`src/rtl/state_load_arbiter.sv`:
```
// Two-requester, round-robin arbiter for one shared 4-bit state register.
// A load takes a GRANT cycle (data capture) and a WRITE cycle (commit). A preset takes a single cycle.
module state_load_arbiter (
  input  logic       clk,
  input  logic       reset,
  input  logic [1:0] req,
  input  logic [3:0] data0,
  input  logic [3:0] data1,
  input  logic       preset_req,
  output logic [1:0] grant,
  output logic [1:0] ack,
  output logic       preset_ack,
  output logic [3:0] q,
  output logic       busy,
  output logic [3:0] load_count
);

  localparam logic [3:0] RESET_VALUE  = 4'b1101;
  localparam logic [3:0] PRESET_VALUE = 4'b0110;

  typedef enum logic [1:0] {
    IDLE   = 2'd0,
    GRANT  = 2'd1,
    WRITE  = 2'd2,
    PRESET = 2'd3
  } state_t;

  state_t     state;
  state_t     next_state;
  logic       last;
  logic       winner;
  logic [3:0] hold;

  // last doubles as the active requester index for the whole GRANT/WRITE transaction
  always_comb begin
    if (req == 2'b11) begin
      winner = ~last;
    end else begin
      winner = req[1];
    end
  end

  always_ff @(posedge clk or posedge reset) begin
    if (reset) begin
      state <= IDLE;
    end else begin
      state <= next_state;
    end
  end

  always_comb begin
    next_state = state;
    unique case (state)
      IDLE: begin
        if (preset_req) begin
          next_state = PRESET;
        end else if (req != 2'b00) begin
          next_state = GRANT;
        end
      end
      GRANT:   next_state = WRITE;
      WRITE:   next_state = IDLE;
      PRESET:  next_state = IDLE;
      default: next_state = IDLE;
    endcase
  end

  always_ff @(posedge clk or posedge reset) begin
    if (reset) begin
      last       <= 1'b1;
      hold       <= 4'h0;
      q          <= RESET_VALUE;
      load_count <= 4'h0;
    end else begin
      unique case (state)
        IDLE: begin
          if (!preset_req && (req != 2'b00)) begin
            last <= winner;
          end
        end
        GRANT: begin
          hold <= last ? data1 : data0;
        end
        WRITE: begin
          q          <= hold;
          load_count <= load_count + 4'h1;
        end
        PRESET: begin
          q          <= PRESET_VALUE;
          load_count <= load_count + 4'h1;
        end
        default: begin
          hold <= hold;
        end
      endcase
    end
  end

  always_comb begin
    grant      = 2'b00;
    ack        = 2'b00;
    preset_ack = 1'b0;
    busy       = (state != IDLE);
    unique case (state)
      GRANT:   grant      = last ? 2'b10 : 2'b01;
      WRITE:   ack        = last ? 2'b10 : 2'b01;
      PRESET:  preset_ack = 1'b1;
      default: grant      = 2'b00;
    endcase
  end

endmodule

```
`config.mk`:
```
export PLATFORM = sky130hd
export DESIGN_NAME = state_load_arbiter
export DESIGN_NICKNAME = d
export VERILOG_FILES = /design/src/rtl/state_load_arbiter.sv
export SDC_FILE = /design/constraint.sdc
export NUM_CORES = 1
export LEC_CHECK = 0
export BUFFER_PORTS_ARGS = -buffer_cell sky130_fd_sc_hd__buf_4
export CORE_MARGIN = 2
export CORE_UTILIZATION = 45
export DETAILED_ROUTE_END_ITERATION = 6
export MAX_ROUTING_LAYER = met4
export PLACE_DENSITY = 0.74
export SLEW_MARGIN = 0
export SYNTH_ARGS = -nofsm -noshare
export SYNTH_HDL_FRONTEND = slang
export SYNTH_SLANG_ARGS = --single-unit
```
`constraint.sdc`:
```
create_clock -name clk -period 1.8 [get_ports clk]
set_clock_uncertainty 0.05 [all_clocks]
set_input_delay 0.18 -clock clk [delete_from_list [all_inputs] [get_ports clk]]
set_output_delay 0.18 -clock clk [all_outputs]
set_load 0.005 [all_outputs]
```
======== After elaboration in Yosys (flattened, before gate mapping) ========
Cells that the tools add are included.
word-level totals
  register bits ........................... 15
  input port bits ......................... 13
  output and inout bits ................... 14
  word-level logic and storage cells ...... 30
operators by class
  add/subtract/negate cells ............... 1
  equal/unequal tests ..................... 5
  muxes and demuxes ....................... 10
  bitwise gates (word level) .............. 1
  reductions and logical operators ........ 8
operator list
  operator                                             number
  2-to-1 mux 2 bit                                     5
  case mux 4 bit (2 select lines)                      1
  equality test 2 bit, second input constant           3
  case mux 2 bit (3 select lines)                      1
  nonzero test 2 bit                                   3
  adder 4 x 1 -> 4 bit, second input constant          1
  2-to-1 mux 4 bit                                     1
  != test 3 bit, second input constant                 1
  equality test 2 x 1 -> 1 bit, second input constant  1
  logical NOT 2 bit                                    1
  2-to-1 mux 1 bit                                     2
  AND reduction 2 bit                                  1
  OR reduction 2 bit                                   1
  logical AND 1 bit                                    1
  logical NOT 1 bit                                    1
  inverter 1 bit                                       1

======== Logic depth before layout (Yosys ltp) ========
Gate-level depths: netlist of the first run.
  word-level depth ........................ 4
  depth in mapped cells ................... 4
  depth with buffers taken out ............ 3

======== Worst setup path before layout of the first run ========
No wires, ideal clock.
  kind .................................... register to register
  start point ............................. register last
  end point ............................... register hold[0]
  setup time .............................. 0.125 ns
  arrival ................................. 1.184 ns
  data required time ...................... 1.625 ns
  slack ................................... 0.442 ns
  cell stages (with the launch flop) ...... 4
  cell sequence ........................... dfstp_2 -> buf_6 -> mux2_2 -> mux2_2
between the ends
  cells in the longest elaborated chain, start to end .. 1
ends and longest elaborated chain
  what                    line  RTL
  from (decl)             30    logic last;
  from (signal assigned)  78    last <= winner;
  2-to-1 mux 4 bit        82    hold <= last ? data1 : data0;
  to (signal assigned)    82
  to (signal assigned)    93    hold <= hold;
  to (decl)               32    logic [3:0] hold;
No other way between the ends.
A chain may end at the register's enable or synchronous reset.

======== Worst setup path after layout of the first run ========
  start point ............................. register state[0]
  end point ............................... output grant[0]
between the ends
  cells in the longest elaborated chain, start to end .. 2
ends and longest elaborated chain
  what                          line  RTL
  from (decl)                   28    state_t state;
  from (signal assigned)        47    state <= next_state;
  equality test 2 x 1 -> 1 bit  104   unique case (state)
  2-to-1 mux 2 bit              104
  to (decl)                     10    output logic [1:0] grant,
No other way between the ends.

==> results of run 1 <==
==> sequential cells by signal (all words and copies together) (netlist names) <==
signal	count
last	1
q	4
state	2
hold	4
load_count	4
==> layer usage <==
layer / up-vias / wire length [um] / track usage (%)
met2: 13 / 639 / 24.4
met1: 258 / 556 / 19.0
li1: 259 / - / -
met5: - / 0 / -
met4: 0 / 19 / 7.27
met3: 2 / 64 / 3.75
==> power groups by stage <==
stage | Combinational [mW] | Clock [mW] | Sequential [mW]
6_report | 0.672 | 0.193 | 0.710
5_1_grt | 0.751 | 0.216 | 0.740
4_1_cts | 0.679 | 0.202 | 0.709
3_5_place_dp | 0.672 | 0 | 0.716
3_3_place_gp | 0.660 | 0 | 0.711
2_1_floorplan | 0.496 | 0 | 0.632
==> cells in the final DEF, fill, tap and decap left out, types with 2 or more instances in the layout <==
| cell | synthesis | final |
|---|---|---|
| sky130_fd_sc_hd__a21oi_1 | 2 | 2 |
| sky130_fd_sc_hd__and2_1 | 2 | 2 |
| sky130_fd_sc_hd__buf_4 | 0 | 27 |
| sky130_fd_sc_hd__clkbuf_4 | 0 | 3 |
| sky130_fd_sc_hd__dfrtp_1 | 11 | 11 |
| sky130_fd_sc_hd__dfstp_2 | 4 | 4 |
| sky130_fd_sc_hd__inv_1 | 3 | 3 |
| sky130_fd_sc_hd__mux2_2 | 9 | 9 |
| sky130_fd_sc_hd__nand2_1 | 2 | 2 |
| sky130_fd_sc_hd__nand3b_1 | 2 | 2 |
| sky130_fd_sc_hd__nor2_1 | 7 | 7 |
| sky130_fd_sc_hd__o21ai_0 | 2 | 2 |
| sky130_fd_sc_hd__xnor2_1 | 2 | 2 |
==> worst max-delay path, stage by stage (launching register included) <==
cell and delay [ns]:
sky130_fd_sc_hd__dfrtp_1 0.53, sky130_fd_sc_hd__nor2b_4 0.28, sky130_fd_sc_hd__nor2b_1 0.15, sky130_fd_sc_hd__buf_4 0.11
==> cell families after synthesis <==
family	share of synthesized area [%]
AOI/OAI and AO/OA	4.20
xor gates and xnor gates	3.67
adders and majority gates	1.75
buffers and inverters	6.12
DFF	53.1
muxes	14.2
and+or+nand+nor	17.0
==> layout make-up <==
type	count	share of cell area [%]
Clock buffer	3	2.37
Tap cell	16	2.11
Timing Repair Buffer	28	22.4
Clock inverter	1	0.528
Sequential cell	15	40.1
Inverter	3	1.19
Multi-Input combinational cell	39	31.3
==> repair_timing <==
action,4_1_cts,5_1_grt
setup endpoints to repair,0,1
hold buffers,1,0
endpoints found under the hold margin,11,0
gates resized for setup,0,1
==> final timing paths <==
check / end / slack [ns] / cells after the start
max: grant[0] / 0.21 / 3
min: state[0] / 0.08 / 3
max reg2reg: hold[1] / 0.39 / 2
min reg2reg: load_count[3] / 0.43 / 1
max in group asynchronous: q[0] / 0.89 / 3
min in group asynchronous: hold[2] / 0.44 / 3
==> through the flow <==
stage / hold WS, ns / power, mW / utilization, % / instances / worst slack, ns
final: 0.0804 / 1.58 / 63.0 / 105 / 0.209
after global routing: 0.0937 / 1.71 / 63.0 / 105 / 0.0774
after detailed placement: 0.220 / 1.39 / 60.1 / 100 / 0.401
after floorplan: 0.0286 / 1.13 / - / 61 / 0.442
after global placement: 0.217 / 1.37 / 60.1 / 100 / 0.408
after CTS: 0.0742 / 1.59 / 62.6 / 105 / 0.103
==> impl_summary.txt, run 1 <==
----------------------------------------------------
[Outcome]
  Result of the run ... completed

[Min path]
  Class of the tightest hold or removal check ... in -> reg
  Startpoint of the worst hold path ... req[1]

[Setup path]
  Type of origin of the critical path ... register
  Data required time at the worst endpoint ... around 1.6 ns
  Critical path class ... reg -> out
  Type of destination of the critical path ... output port
  Reg-to-reg startpoint ... last
  Maximum fanout count along the critical path ... 11
  Worst setup path startpoint ... state[0]
  Critical path arrival ... ~1.4 ns

[Die]
  Placeable core region ... 1510 um2
  Top Ports ... 27
  Floorplan die area ... 1930 um2
  X dimension of the die ... approximately 44 um
  Vert. Die Dim ... 43.9 um
  FP Rows ... 14
  Effective utilization at floorplan ... 47.5%

[Power and ir drop]
  Maximum ir drop on the vdd rail ... just over 0.0008 V
  Power Internal ... roughly 1.1 mW
  Seq pwr share ... 45.1%
  Total power per unit cell area ... between 1500 and 2000 nW/um2
  Clk network pwr share ... 12.3%
  Switching share of power ... between 30% and 40%
  Switching Power ... 517 uW
  Power share of the combinational group ... roughly 43%
  Leakage ... ~0.44 nW

[Finish]
  Share of layout cells above drive strength 1 ... 51.7%
  Layout area overhead ... 32.5%
  Diodes inserted ... 0
  Area taken by flip-flops and latches ... around 380 um2
  Finished layout cell area ... 948 um2
  Layout net count ... 104
  Fillers ... around 130
  Multi-input logic area ... about 300 um2

[Global routing]
  Global-route wire length before repair ... 2090 um
  GRT overflow ... 0
  Initial antenna violation count ... 0
  Number of global-route vias before repair ... 495
  Total routing usage reported by global routing ... 15.7%
  Pin count of the biggest net entering global routing ... 16

[Logic synthesis]
  Yosys synthesis warning count ... 0
  Number of different library cells in the post-synthesis netlist ... 24
  Cell taking the most area after synthesis ... sky130_fd_sc_hd__dfrtp_1
  Synth top cells by count ... 11 x sky130_fd_sc_hd__dfrtp_1, 9 x sky130_fd_sc_hd__mux2_2, 7 x sky130_fd_sc_hd__nor2_1, 4 x sky130_fd_sc_hd__dfstp_2, 3 x sky130_fd_sc_hd__inv_1
  Avg Cell Area, Syn ... between 10 and 15 um2
  Sequential share of the synthesized area ... 53.1%
  Cell types with the largest area share after synthesis ... sky130_fd_sc_hd__dfrtp_1 38%, sky130_fd_sc_hd__dfstp_2 15%, sky130_fd_sc_hd__mux2_2 14%, sky130_fd_sc_hd__nor2_1 3.7%, sky130_fd_sc_hd__buf_6 3.1%
  Number of synthesized register bits ... 15
  Predominant post-synthesis flop cell ... sky130_fd_sc_hd__dfrtp_1
  Netlist area before placement ... just over 700 um2
  Syn Inst Count ... between 60 and 70
  Area share of the leading cell type in the synthesized netlist ... 38.5%
  Number of synthesized flops with an enable pin ... 0
  Fraction of registers with async set/reset ... 100%
  Syn_nets ... between 70 and 80
  Most repeated cell in the gate-level netlist after synthesis ... sky130_fd_sc_hd__dfrtp_1

[STA]
  Unrepaired setup endpoints after global routing ... no
  Worst Max-Slew Pin Slew ... around 0.55 ns
  Slew headroom ... 63.3%
  Share of the clock period used by the worst path after layout ... slightly below 90%
  Final Hold Fails ... 0
  Clock period minus final worst setup slack ... between 1.5 and 2 ns
  Fin. max-slew vios ... 0
  Final setup violation count ... 0
  Peak Freq ... between 600 and 700 MHz
  Setup TNS ... 0 ns

[Place]
  Half-perimeter wire length after placement ... slightly above 900 um
  Cell area after placement ... between 900 and 1000 um2
  Port buffer count ... 26
  Placer Congestion ... around 0.74

[Routing]
  Final routed wirelength across all metal layers ... around 1300 um
  Via-per-instance ratio ... between 5 and 6
  Drc violations ... 0
  Drt pass-1 iters ... 4
  Post-DR wirelength/cell ... about 12 um
  Total via count after detailed routing ... around 530
  Initial detailed-routing violation count ... 10
  Final antenna-violating net count ... 0

[Clock tree]
  Number of levels the H-tree was split into ... 1
  TritonCTS buffer count ... 3
  Clock tree buffer depth ... 2
  Post-CTS Setup Bufs ... 0
  Count of clock tree sinks ... 15
  Worst-path clk slew ... approximately 0.090 ns
  Clock Root Buffer ... sky130_fd_sc_hd__clkbuf_4
  Clock insertion delay at the later pin of the skew report ... around 0.28 ns
  Clock tree from TritonCTS ... done

[Run]
  Max_cap viols ... 0

----------------------------------------------------
Note: power is estimated with default switching activity, not from simulation.
==> run 2, diff against run 1 <==
Settings changed: RECOVER_POWER set to 50.
==> run 2 against run 1 <==
  * Final area decreased by 0.26%
  * Cell count unchanged
  * Register-to-register slack about the same
  * Sequential share of layout area increased by 0.11 points
  * Critical path type unchanged
  * Largest power group unchanged
  * Highest routed layer unchanged
==> impl_summary.txt, run 2 (synthesized netlist as in run 1, its figures left out) <==
----------------------------------------------------
[Setup path]
  Endpoint of the most critical register-to-register path ... hold[1] (unchanged)
  Register-to-register setup slack ... 0.39 ns (about the same)
  Critical path class ... reg -> out (unchanged)
  Count of buffer and inverter cells on the critical path ... 1 (unchanged)
  Levels on crit path ... 3 (unchanged)
  Reg-to-reg startpoint ... last (unchanged)
  R2R depth ... 2 (unchanged)
  Cell class contributing the biggest share of worst-path delay ... flip-flops (unchanged)
  Cell-by-cell listing of the critical path ... nor2b_4 -> nor2b_1 -> buf_4 (unchanged)
  Maximum fanout count along the critical path ... 11 (unchanged)
  Worst setup endpoint ... grant[0] (unchanged)
  Delay of the slowest cell on the worst path ... 0.53 ns (about the same)
  Type of origin of the critical path ... register (unchanged)
  Data required time at the worst endpoint ... 1.57 ns (about the same)
  Critical path arrival ... 1.36 ns (about the same)
  Critical Path Slowest Stage Cell ... sky130_fd_sc_hd__dfrtp_1 (unchanged)
  Type of destination of the critical path ... output port (unchanged)
  Worst setup path startpoint ... state[0] (unchanged)

[STA]
  Peak Freq ... 630 MHz (was 628 MHz)
  Final Hold Fails ... 0 (unchanged)
  Unrepaired setup endpoints after global routing ... no (unchanged)
  Fin. max-slew vios ... 0 (unchanged)
  Worst Max-Slew Pin Slew ... 0.551 ns (was 0.549 ns)
  Share of the clock period used by the worst path after layout ... 88.2% (was 88.4%)
  Setup TNS ... 0 ns (unchanged)
  Slew headroom ... 63.3% (about the same)
  Clock period minus final worst setup slack ... 1.59 ns (about the same)
  Final setup violation count ... 0 (unchanged)

[Die]
  Floorplan die area ... 1930 um2 (unchanged)
  Top Ports ... 27 (unchanged)
  X dimension of the die ... 43.9 um (unchanged)
  FP Rows ... 14 (unchanged)
  Placeable core region ... 1510 um2 (unchanged)
  Vert. Die Dim ... 43.9 um (unchanged)
  Effective utilization at floorplan ... 47.5% (unchanged)

[Global routing]
  Number of global-route vias before repair ... 495 (unchanged)
  Pin count of the biggest net entering global routing ... 16 (unchanged)
  GRT overflow ... 0 (unchanged)
  Global-route wire length before repair ... 2090 um (unchanged)
  Initial antenna violation count ... 0 (unchanged)
  Total routing usage reported by global routing ... 15.7% (unchanged)

[Power and ir drop]
  PnR Total Power ... 1.56 mW (was 1.58 mW)
  Total power per unit cell area ... 1650 nW/um2 (was 1660 nW/um2)
  Maximum ir drop on the vdd rail ... 0.000798 V (was 0.000813 V)
  Leakage ... 0.442 nW (was 0.444 nW)

[Clock tree]
  Clock Root Buffer ... sky130_fd_sc_hd__clkbuf_4 (unchanged)
  TritonCTS buffer count ... 3 (unchanged)
  Count of clock tree sinks ... 15 (unchanged)
  Clock tree buffer depth ... 2 (unchanged)
  Clock tree from TritonCTS ... done (unchanged)
  Post-CTS Setup Bufs ... 0 (unchanged)
  Number of levels the H-tree was split into ... 1 (unchanged)
  Worst-path clk slew ... 0.09 ns (about the same)
  Clock insertion delay at the later pin of the skew report ... 0.29 ns (was 0.28 ns)

[Finish]
  Layout net count ... 104 (unchanged)
  Top Registers ... hold (4), load_count (4), q (4) (unchanged)
  Leading cell types in the layout, fill and taps excluded ... 24 x sky130_fd_sc_hd__buf_4, 11 x sky130_fd_sc_hd__dfrtp_1, 9 x sky130_fd_sc_hd__mux2_2 (was 27 x sky130_fd_sc_hd__buf_4, 11 x sky130_fd_sc_hd__dfrtp_1, 9 x sky130_fd_sc_hd__mux2_2)
  Diodes inserted ... 0 (unchanged)
  Share of layout cells above drive strength 1 ... 50.6% (was 51.7%)
  Layout area overhead ... 32.2% (was 32.5%)
  Most common cell after layout, fill and taps aside ... sky130_fd_sc_hd__buf_4 (unchanged)

[Routing]
  Drc violations ... 0 (unchanged)
  Post-DR wirelength/cell ... 12.3 um (was 12.2 um)
  Final antenna-violating net count ... 0 (unchanged)
  Total via count after detailed routing ... 533 (was 532)
  Drt pass-1 iters ... 4 (unchanged)
  Final routed wirelength across all metal layers ... 1300 um (was 1280 um)
  Initial detailed-routing violation count ... 10 (unchanged)
  Via-per-instance ratio ... 5.08 (was 5.07)

[Min path]
  Class of the tightest hold or removal check ... in -> reg (unchanged)

[Outcome]
  Result of the run ... completed (unchanged)

[Place]
  Half-perimeter wire length after placement ... 930 um (unchanged)
  Port buffer count ... 26 (unchanged)
  Placer Congestion ... 0.738 (unchanged)

[Run]
  Max_cap viols ... 0 (unchanged)

----------------------------------------------------
run 2: changes by cell type in the layout (fill, tap and decap cells not counted), sizes merged:
| cell | delta |
|---|---|
| buf | -3 |
| clkbuf | +3 |
run 2: worst min-delay path by stage:
stage,from,end,slack (ns),cells after the start
after global placement,reset,load_count[1],0.22,2
after global routing,req[1],state[0],0.09,3
final,req[1],state[0],0.08,3
after floorplan,reset,hold[0],0.03,1
after CTS,req[1],state[0],0.07,3
after detailed placement,reset,load_count[1],0.22,2
run 2: tightest hold or removal path, stage by stage:
cell	delay [ns]
sky130_fd_sc_hd__buf_4	0.08
sky130_fd_sc_hd__nor3_1	0.04
sky130_fd_sc_hd__nor2_1	0.08
run 2: power breakdown:
| part | switching, mW | total [mW] | internal [mW] | leakage [nW] |
|---|---|---|---|---|
| clock network | 0.112 | 0.195 | 0.0826 | 0.0177 |
| registers | 0.174 | 0.708 | 0.534 | 0.171 |
| logic | 0.230 | 0.659 | 0.428 | 0.253 |
run 2: layout make-up:
type	count	area (um2)
Sequential cell	15	380
Clock buffer	3	22.5
Inverter	3	11.3
Multi-Input combinational cell	39	294
Clock inverter	1	5.00
Tap cell	16	20.0
Timing Repair Buffer	28	213
Fill cell	134	561
run 2: per-stage QoR:
| stage | setup slack, ns | cells | util [%] | cell area [um2] | hold WS [ns] |
|---|---|---|---|---|---|
| finish | 0.212 | 105 | 62.8 | 946 | 0.0792 |
| global route | 0.0848 | 105 | 62.8 | 946 | 0.0937 |
| CTS | 0.103 | 105 | 62.6 | 943 | 0.0742 |
| detailed placement | 0.401 | 100 | 60.1 | 906 | 0.220 |
| global placement | 0.408 | 100 | 60.1 | 906 | 0.217 |
| floorplan | 0.442 | 61 | - | 716 | 0.0286 |
run 2: timing repair:
item / in CTS / in global routing
endpoints found under the setup margin: 0 / 1
resized for setup: 0 / 1
hold endpoints to repair: 11 / 0
hold buffers: 1 / 0
run 2: routing by layer:
metal	up-vias	wire length [um]	GRT usage, %
li1	258	-	-
met1	256	559	19.0
met2	17	646	24.4
met3	2	72	3.75
met4	0	18	7.27
met5	-	0	-
